## config.mk

```make
export PLATFORM = sky130hd
export DESIGN_NAME = ex_muldiv_flat
export DESIGN_NICKNAME = d
export VERILOG_FILES = /design/src/rtl/ex_muldiv_if.sv /design/src/rtl/ex_muldiv.sv /design/src/flat_wrapper.sv
export SDC_FILE = /design/constraint.sdc
export NUM_CORES = 1
export LEC_CHECK = 0
export CORE_UTILIZATION = 60
export CTS_CLUSTER_SIZE = 8
export DETAILED_ROUTE_END_ITERATION = 6
export PLACE_DENSITY = 0.89
export SYNTH_ARGS = -nofsm -noshare
export SYNTH_HDL_FRONTEND = slang
export SYNTH_SLANG_ARGS = --single-unit
```

## constraint.sdc

```tcl
create_clock -name clk -period 4.8 [get_ports clk]
set_clock_uncertainty 0.15 [all_clocks]
set_input_delay 0.96 -clock clk [delete_from_list [all_inputs] [get_ports clk]]
set_output_delay 0.96 -clock clk [all_outputs]
set_load 0.01 [all_outputs]
```

## src/rtl/ex_muldiv_if.sv

```systemverilog
// rtl/ex_muldiv_if.sv - operand/result bundle between ex stage, ctrl, regs and the M-extension unit
interface ex_muldiv_if #(
    parameter int XLEN = 32
);
    logic            valid_i;
    logic [2:0]      funct3_i;
    logic [XLEN-1:0] op1_i;
    logic [XLEN-1:0] op2_i;
    logic [4:0]      rd_addr_i;
    logic            reg_wen_i;
    logic            flush_i;
    logic [XLEN-1:0] rd_data_o;
    logic [4:0]      rd_addr_o;
    logic            reg_wen_o;
    logic            hold_flag_o;
    logic            busy_o;

    modport slave (
        input  valid_i, funct3_i, op1_i, op2_i, rd_addr_i, reg_wen_i, flush_i,
        output rd_data_o, rd_addr_o, reg_wen_o, hold_flag_o, busy_o
    );

    modport master (
        output valid_i, funct3_i, op1_i, op2_i, rd_addr_i, reg_wen_i, flush_i,
        input  rd_data_o, rd_addr_o, reg_wen_o, hold_flag_o, busy_o
    );
endinterface

```

## src/rtl/ex_muldiv.sv

```systemverilog
// rtl/ex_muldiv.sv - bit-serial RV M-extension multiply/divide unit (shift-add, restoring divide)
module ex_muldiv #(
    parameter int XLEN = 32
) (
    input  logic        clk,
    input  logic        rst,
    ex_muldiv_if.slave  bus
);
    localparam int CNT_W = $clog2(XLEN) + 1;
    localparam logic [XLEN-1:0] MIN_NEG = {1'b1, {(XLEN-1){1'b0}}};

    typedef enum logic [1:0] {IDLE, MUL, DIV, DONE} state_t;
    state_t state, state_nxt;

    logic [2:0]        funct3_q;
    logic [4:0]        rd_q;
    logic              wen_q;
    logic              neg_q;     // product / quotient must be negated
    logic              neg_r;     // remainder must be negated
    logic [CNT_W-1:0]  cnt;
    logic [XLEN-1:0]   mcand;     // multiplicand magnitude
    logic [2*XLEN-1:0] acc;       // {partial product, multiplier bits not yet consumed}
    logic [XLEN-1:0]   divisor;
    logic [XLEN-1:0]   quot;      // dividend bits shift out the top, quotient bits shift in
    logic [XLEN-1:0]   rem;

    logic              accept, sgn1, sgn2, s1, s2, div_zero, div_ovf, last;
    logic [XLEN-1:0]   abs1, abs2, quot_fix, rem_fix, sel_val;
    logic [XLEN:0]     mul_sum, rem_shift, rem_diff;
    logic [2*XLEN-1:0] prod_fix;

    // Operand sign handling: MULH/DIV/REM are signed on both sides, MULHSU only on rs1.
    assign sgn1 = (bus.funct3_i == 3'b001) || (bus.funct3_i == 3'b010) ||
                  (bus.funct3_i == 3'b100) || (bus.funct3_i == 3'b110);
    assign sgn2 = (bus.funct3_i == 3'b001) || (bus.funct3_i == 3'b100) ||
                  (bus.funct3_i == 3'b110);
    assign s1   = sgn1 & bus.op1_i[XLEN-1];
    assign s2   = sgn2 & bus.op2_i[XLEN-1];
    assign abs1 = s1 ? ({XLEN{1'b0}} - bus.op1_i) : bus.op1_i;
    assign abs2 = s2 ? ({XLEN{1'b0}} - bus.op2_i) : bus.op2_i;

    assign accept   = (state == IDLE) && bus.valid_i && !bus.flush_i;
    assign div_zero = bus.funct3_i[2] && (bus.op2_i == {XLEN{1'b0}});
    assign div_ovf  = bus.funct3_i[2] && !bus.funct3_i[0] &&
                      (bus.op1_i == MIN_NEG) && (&bus.op2_i);
    assign last     = (cnt == CNT_W'(1));

    assign mul_sum   = {1'b0, acc[2*XLEN-1:XLEN]} + {1'b0, (acc[0] ? mcand : {XLEN{1'b0}})};
    assign rem_shift = {rem, quot[XLEN-1]};
    assign rem_diff  = rem_shift - {1'b0, divisor};

    // State register.
    always_ff @(posedge clk) begin
        if (!rst) state <= IDLE;
        else      state <= state_nxt;
    end

    // Next-state and stall request.
    always_comb begin
        state_nxt       = state;
        bus.hold_flag_o = 1'b0;
        case (state)
            IDLE: begin
                if (accept) begin
                    bus.hold_flag_o = 1'b1;
                    if (!bus.funct3_i[2])          state_nxt = MUL;
                    else if (div_zero || div_ovf)  state_nxt = DONE;
                    else                           state_nxt = DIV;
                end
            end
            MUL, DIV: begin
                bus.hold_flag_o = 1'b1;
                if (bus.flush_i) state_nxt = IDLE;
                else if (last)   state_nxt = DONE;
            end
            DONE:    state_nxt = IDLE;
            default: state_nxt = IDLE;
        endcase
    end

    // Operand capture and one multiply/divide step per cycle.
    always_ff @(posedge clk) begin
        if (!rst) begin
            funct3_q <= 3'b000;
            rd_q     <= 5'd0;
            wen_q    <= 1'b0;
            neg_q    <= 1'b0;
            neg_r    <= 1'b0;
            cnt      <= '0;
            mcand    <= '0;
            acc      <= '0;
            divisor  <= '0;
            quot     <= '0;
            rem      <= '0;
        end else begin
            case (state)
                IDLE: begin
                    if (accept) begin
                        funct3_q <= bus.funct3_i;
                        rd_q     <= bus.rd_addr_i;
                        wen_q    <= bus.reg_wen_i;
                        cnt      <= CNT_W'(XLEN);
                        mcand    <= abs1;
                        acc      <= {{XLEN{1'b0}}, abs2};
                        divisor  <= abs2;
                        quot     <= abs1;
                        rem      <= '0;
                        neg_q    <= s1 ^ s2;
                        neg_r    <= s1;
                        // Short-cut results are architecturally fixed and never re-signed.
                        if (div_zero) begin
                            quot  <= '1;
                            rem   <= bus.op1_i;
                            neg_q <= 1'b0;
                            neg_r <= 1'b0;
                        end else if (div_ovf) begin
                            quot  <= bus.op1_i;
                            rem   <= '0;
                            neg_q <= 1'b0;
                            neg_r <= 1'b0;
                        end
                    end
                end
                MUL: begin
                    acc <= {mul_sum, acc[XLEN-1:1]};
                    cnt <= cnt - CNT_W'(1);
                end
                DIV: begin
                    if (!rem_diff[XLEN]) begin
                        rem  <= rem_diff[XLEN-1:0];
                        quot <= {quot[XLEN-2:0], 1'b1};
                    end else begin
                        rem  <= rem_shift[XLEN-1:0];
                        quot <= {quot[XLEN-2:0], 1'b0};
                    end
                    cnt <= cnt - CNT_W'(1);
                end
                default: ;
            endcase
        end
    end

    // The full double-width product is negated so the high half carries correctly.
    assign prod_fix = neg_q ? ({(2*XLEN){1'b0}} - acc) : acc;
    assign quot_fix = neg_q ? ({XLEN{1'b0}} - quot) : quot;
    assign rem_fix  = neg_r ? ({XLEN{1'b0}} - rem) : rem;

    // Result select by operation.
    always_comb begin
        sel_val = '0;
        case (funct3_q)
            3'b000:                 sel_val = prod_fix[XLEN-1:0];
            3'b001, 3'b010, 3'b011: sel_val = prod_fix[2*XLEN-1:XLEN];
            3'b100, 3'b101:         sel_val = quot_fix;
            default:                sel_val = rem_fix;
        endcase
    end

    assign bus.rd_data_o = (state == DONE) ? sel_val : '0;
    assign bus.rd_addr_o = (state == DONE) ? rd_q : 5'd0;
    assign bus.reg_wen_o = (state == DONE) && wen_q && !bus.flush_i;
    assign bus.busy_o    = (state != IDLE);
endmodule

```

## src/flat_wrapper.sv

```systemverilog
// flat-port wrapper written by rule: the top's interface ports become plain ports
module ex_muldiv_flat 
#(
    parameter int XLEN = 32
)
  (clk, rst, bus_valid_i, bus_funct3_i, bus_op1_i, bus_op2_i, bus_rd_addr_i, bus_reg_wen_i, bus_flush_i, bus_rd_data_o, bus_rd_addr_o, bus_reg_wen_o, bus_hold_flag_o, bus_busy_o);
  ex_muldiv_if #(.XLEN(XLEN)) bus_i ();
  input  logic clk;
  input  logic rst;
  input wire logic [$bits(bus_i.valid_i)-1:0] bus_valid_i;
  input wire logic [$bits(bus_i.funct3_i)-1:0] bus_funct3_i;
  input wire logic [$bits(bus_i.op1_i)-1:0] bus_op1_i;
  input wire logic [$bits(bus_i.op2_i)-1:0] bus_op2_i;
  input wire logic [$bits(bus_i.rd_addr_i)-1:0] bus_rd_addr_i;
  input wire logic [$bits(bus_i.reg_wen_i)-1:0] bus_reg_wen_i;
  input wire logic [$bits(bus_i.flush_i)-1:0] bus_flush_i;
  output wire logic [$bits(bus_i.rd_data_o)-1:0] bus_rd_data_o;
  output wire logic [$bits(bus_i.rd_addr_o)-1:0] bus_rd_addr_o;
  output wire logic [$bits(bus_i.reg_wen_o)-1:0] bus_reg_wen_o;
  output wire logic [$bits(bus_i.hold_flag_o)-1:0] bus_hold_flag_o;
  output wire logic [$bits(bus_i.busy_o)-1:0] bus_busy_o;
  assign bus_i.valid_i = bus_valid_i;
  assign bus_i.funct3_i = bus_funct3_i;
  assign bus_i.op1_i = bus_op1_i;
  assign bus_i.op2_i = bus_op2_i;
  assign bus_i.rd_addr_i = bus_rd_addr_i;
  assign bus_i.reg_wen_i = bus_reg_wen_i;
  assign bus_i.flush_i = bus_flush_i;
  assign bus_rd_data_o = bus_i.rd_data_o;
  assign bus_rd_addr_o = bus_i.rd_addr_o;
  assign bus_reg_wen_o = bus_i.reg_wen_o;
  assign bus_hold_flag_o = bus_i.hold_flag_o;
  assign bus_busy_o = bus_i.busy_o;
  ex_muldiv #(.XLEN(XLEN)) u_core (.clk(clk), .rst(rst), .bus(bus_i));
endmodule
```

==> impl_metrics.csv <==
group,metric,value,unit
outcome,outcome,"finished, violations left",
outcome,violations,"DRC, setup timing",
sta,finalHoldViolCount,0,
yosys,synthDistinctLibCells,76,
yosys,postSynthAreaPerCell,7.24,um^2
finish,fillers,2233,
sta,drv_slew,0,
detailed_routing,routedWlPerCell,23.3,um
clocking,cts_root_buf,"clkbuf_16",
pwr,share_comb_of_total_power,0.590,
sta,worst_slew_margin_rel,0.328,
sta,fin_setup_tns,-0.0899,ns
detailed_routing,wl,67700,um
setup_path,critPathTopFamily,"simple AND/OR/NAND/NOR gates",
grt,antenna_found_initial,2,
clocking,h-tree-depth,1,
sta,rsz0062_at_grt,"true",
die,die_w,172,um
pwr,power_switching,5.10,mW
sta,clock.fmax,206,MHz
die,fp.coreArea,28200,um^2
detailed_routing,vias,19700,
sta,finalSetupViolations,3,
grt,grt_max_degree,63,
setup_path,slowest_delay,0.41,ns
die,die_h,172,um
die,rows,61,
finish,fin_util,0.736,
grt,grt_usage,0.442,
clocking,cts_tree,"built",
detailed_routing,vias_per_cell,6.78,
die,start_util,0.617,
grt,grt_pass1_wl,100000,um
yosys,yosys_most_used_dff,"dfxtp_1",
pwr,power.leakage,8.59,nW
pwr,sequentialPowerShare,0.231,
finish,area_growth,19.3,%
pwr,power.density,526,nW/um^2
sta,worstMarginPinSlew,1.00,ns
yosys,yosys_register_bits,211,
yosys,synth_area,17400,um^2
setup_path,worstSetupPathType,"flop to output pin",
detailed_routing,first_iter_violations,2612,
setup_path,crit_path_end_kind,"output pin",
place,gp_congestion,1.02,
clocking,clk_latency,0.57,ns
clocking,path_clk_slew,0.05,ns
detailed_routing,drtAntennaViolNets,0,
yosys,yosysSeqAreaShare,0.243,
setup_path,crit_chain,"or3_4 -> or3_4 -> or3_4 -> nand2b_4 -> or3_1 -> o21ai_0 -> nand2_1 -> xor2_1 -> a21oi_1 -> o21ai_0 -> and2_1 -> dlygate4sd2_1",
setup_path,worstPathRequired,3.69,ns
finish,multi_input_comb_area,12800,um^2
place,port_buffers,116,
sta,fin_crit_sh,1.01,
min_path,min_path_type,"flop to flop",
setup_path,cpMostUsedCell,"or3_4",
clocking,ctsHoldBuffers,0,
yosys,yosysWarningCount,0,
die,fp.dieArea,29600,um^2
place,hpwl,50400,um
pwr,clkPwrFrac,0.179,
die,ioPinCount,117,
sta,holdWs,0.308,ns
finish,layout-drive-gt1-share,0.116,
yosys,ys_async_sr_fraction,0,
grt,grt_pass1_vias,17600,
setup_path,critPathMaxFanout,5,
pwr,peakVddDrop,1.33,mV
setup_path,cp_slowest_cell,"or3_4",
yosys,synth_edf_count,0,
pwr,p_int,5.81,mW
detailed_routing,firstDrtPassIters,6,
finish,nets,2681,
clocking,cts_buffers,30,
run,drv_cap,0,
clocking,clock_path_buffers,3,
setup_path,start_kind,"flop",
detailed_routing,drc,6,
finish,layout.area.seq,4230,um^2
clocking,clock-sinks,211,
pwr,p_sw_frac,0.467,
setup_path,cp.arrival,3.75,ns
yosys,netlist_instances,2399,
setup_path,cp_num_buf_inv,1,
sta,setup_ws,-0.0634,ns
sta,period_needed,4.86,ns
grt,grt_overflow_total,0,
yosys,synth_nets,2555,
-- sequential cells by signal (all words and copies together), names as in the netlist, 3 cells and up --
name	flops
u_core.funct3_q	3
u_core.mcand	32
u_core.rem	32
u_core.cnt	6
u_core.divisor	32
u_core.acc	64
u_core.rd_q	5
u_core.quot	32
-- repair_timing --
item / in CTS / in global routing
buffers inserted: 7 / 9
pin swaps: 14 / 21
gates resized for setup: 99 / 46
setup endpoints to repair: 23 / 24
-- cell usage after synthesis, types with 10 or more instances --
cell        n  share of area
inv_1      65          0.014
nand4_1    18         0.0065
clkbuf_1  135          0.029
nor2_1    190          0.041
and3_1     41          0.015
a31oi_1    11         0.0040
o41ai_1    21          0.011
or4_1      23         0.0099
nand3_1    31         0.0089
buf_1      10         0.0022
o21a_1     12         0.0052
a21o_1     32          0.014
o21ai_0   185          0.053
ha_1       77          0.055
nand2b_1   27         0.0097
a21boi_0   26          0.011
o221ai_1   35          0.018
a22oi_1    13         0.0056
dfxtp_1   211           0.24
nor2b_1    26         0.0094
o31ai_1    51          0.022
a211oi_1   47          0.020
xor2_1    114          0.057
o21ai_1    10         0.0029
a21oi_1   189          0.054
a221oi_1   20          0.010
o211ai_1   35          0.015
and2_1     47          0.017
mux2_2     17          0.011
xnor2_1   122          0.061
nand2_1   358          0.077
nor3_1     50          0.014
or3_1      34          0.012
nor4_1     18         0.0065
-- layout make-up --
| class | instances | area share |
|---|---|---|
| Timing Repair Buffer | 246 | 0.104 |
| Clock buffer | 34 | 0.0389 |
| Tap cell | 378 | 0.0228 |
| Sequential cell | 211 | 0.204 |
| Inverter | 67 | 0.0121 |
| Multi-Input combinational cell | 1969 | 0.618 |
| Antenna cell | 3 | 0.000362 |
-- cells by family (layout without fill, tap and decap cells) --
group	count (synthesis)	count (layout)	share of synthesized area
AOI/OAI and AO/OA	733	733	0.272
xor gates and xnor gates	236	236	0.119
adders and majority gates	79	79	0.0577
buffers and inverters	219	347	0.0480
DFF	211	211	0.243
muxes	23	23	0.0145
other	0	3	0
and+or+nand+nor	898	898	0.246
-- per-stage QoR --
stage               std cells  instance area (um^2)  worst slack, ns  total power [mW]
finish                   2908                 20700          -0.0634              10.9
global route             2905                 20700           -0.117              11.4
CTS                      2896                 20500          -0.0448              10.5
detailed placement       2855                 19400           0.0239              8.35
global placement         2855                 19400           0.0288              8.20
floorplan                2399                 17400            0.765              6.50
-- worst reg2reg max path: cells and delay by family, from the launching register on --
family | cells | cell delay (ns)
buffers and inverters | 3 | 0.71
and+or+nand+nor | 3 | 0.39
AOI/OAI and AO/OA | 7 | 2.11
DFF | 1 | 0.44
adders and majority gates | 2 | 0.68
-- cells in the final DEF (no fill, tap or decap), types with 44 or more instances in the layout --
cell	Yosys	routed
a211oi_1	47	44
a21oi_1	189	180
and2_1	47	47
buf_4	1	126
clkdlybuf4s50_1	0	90
dfxtp_1	211	205
ha_1	77	75
inv_1	65	63
nand2_1	358	356
nor2_1	190	189
nor3_1	50	45
o21ai_0	185	175
o31ai_1	51	44
xnor2_1	122	122
xor2_1	114	114
-- power by group through the flow --
stage               logic (mW)  registers (mW)  clock network (mW)
finish                    6.44            2.52                1.95
global route              6.88            2.54                1.99
CTS                       6.08            2.48                1.93
detailed placement        5.85            2.49                   0
global placement          5.74            2.47                   0
floorplan                 4.09            2.41                   0
-- path summary, 6_finish.rpt --
path                                                    from                           to  slack [ns]  cells after the start
worst min register to register     u_core.wen_q$_SDFFE_PN0P_    u_core.wen_q$_SDFFE_PN0P_        0.31                      2
worst max register to register  u_core.quot[31]$_SDFFE_PN0P_  u_core.rem[26]$_SDFFE_PN0P_        0.23                     15
worst min-delay path               u_core.wen_q$_SDFFE_PN0P_    u_core.wen_q$_SDFFE_PN0P_        0.31                      2
worst max-delay path             u_core.acc[49]$_SDFFE_PN0P_            bus_rd_data_o[30]       -0.06                     12
-- layer usage --
layer | share of wire | global-route usage
met3 | 0.12 | 0.0744
met2 | 0.43 | 0.669
met4 | 0.063 | 0.253
met5 | 0 | 0
met1 | 0.40 | 0.591
(Power assumes the default switching activity.)
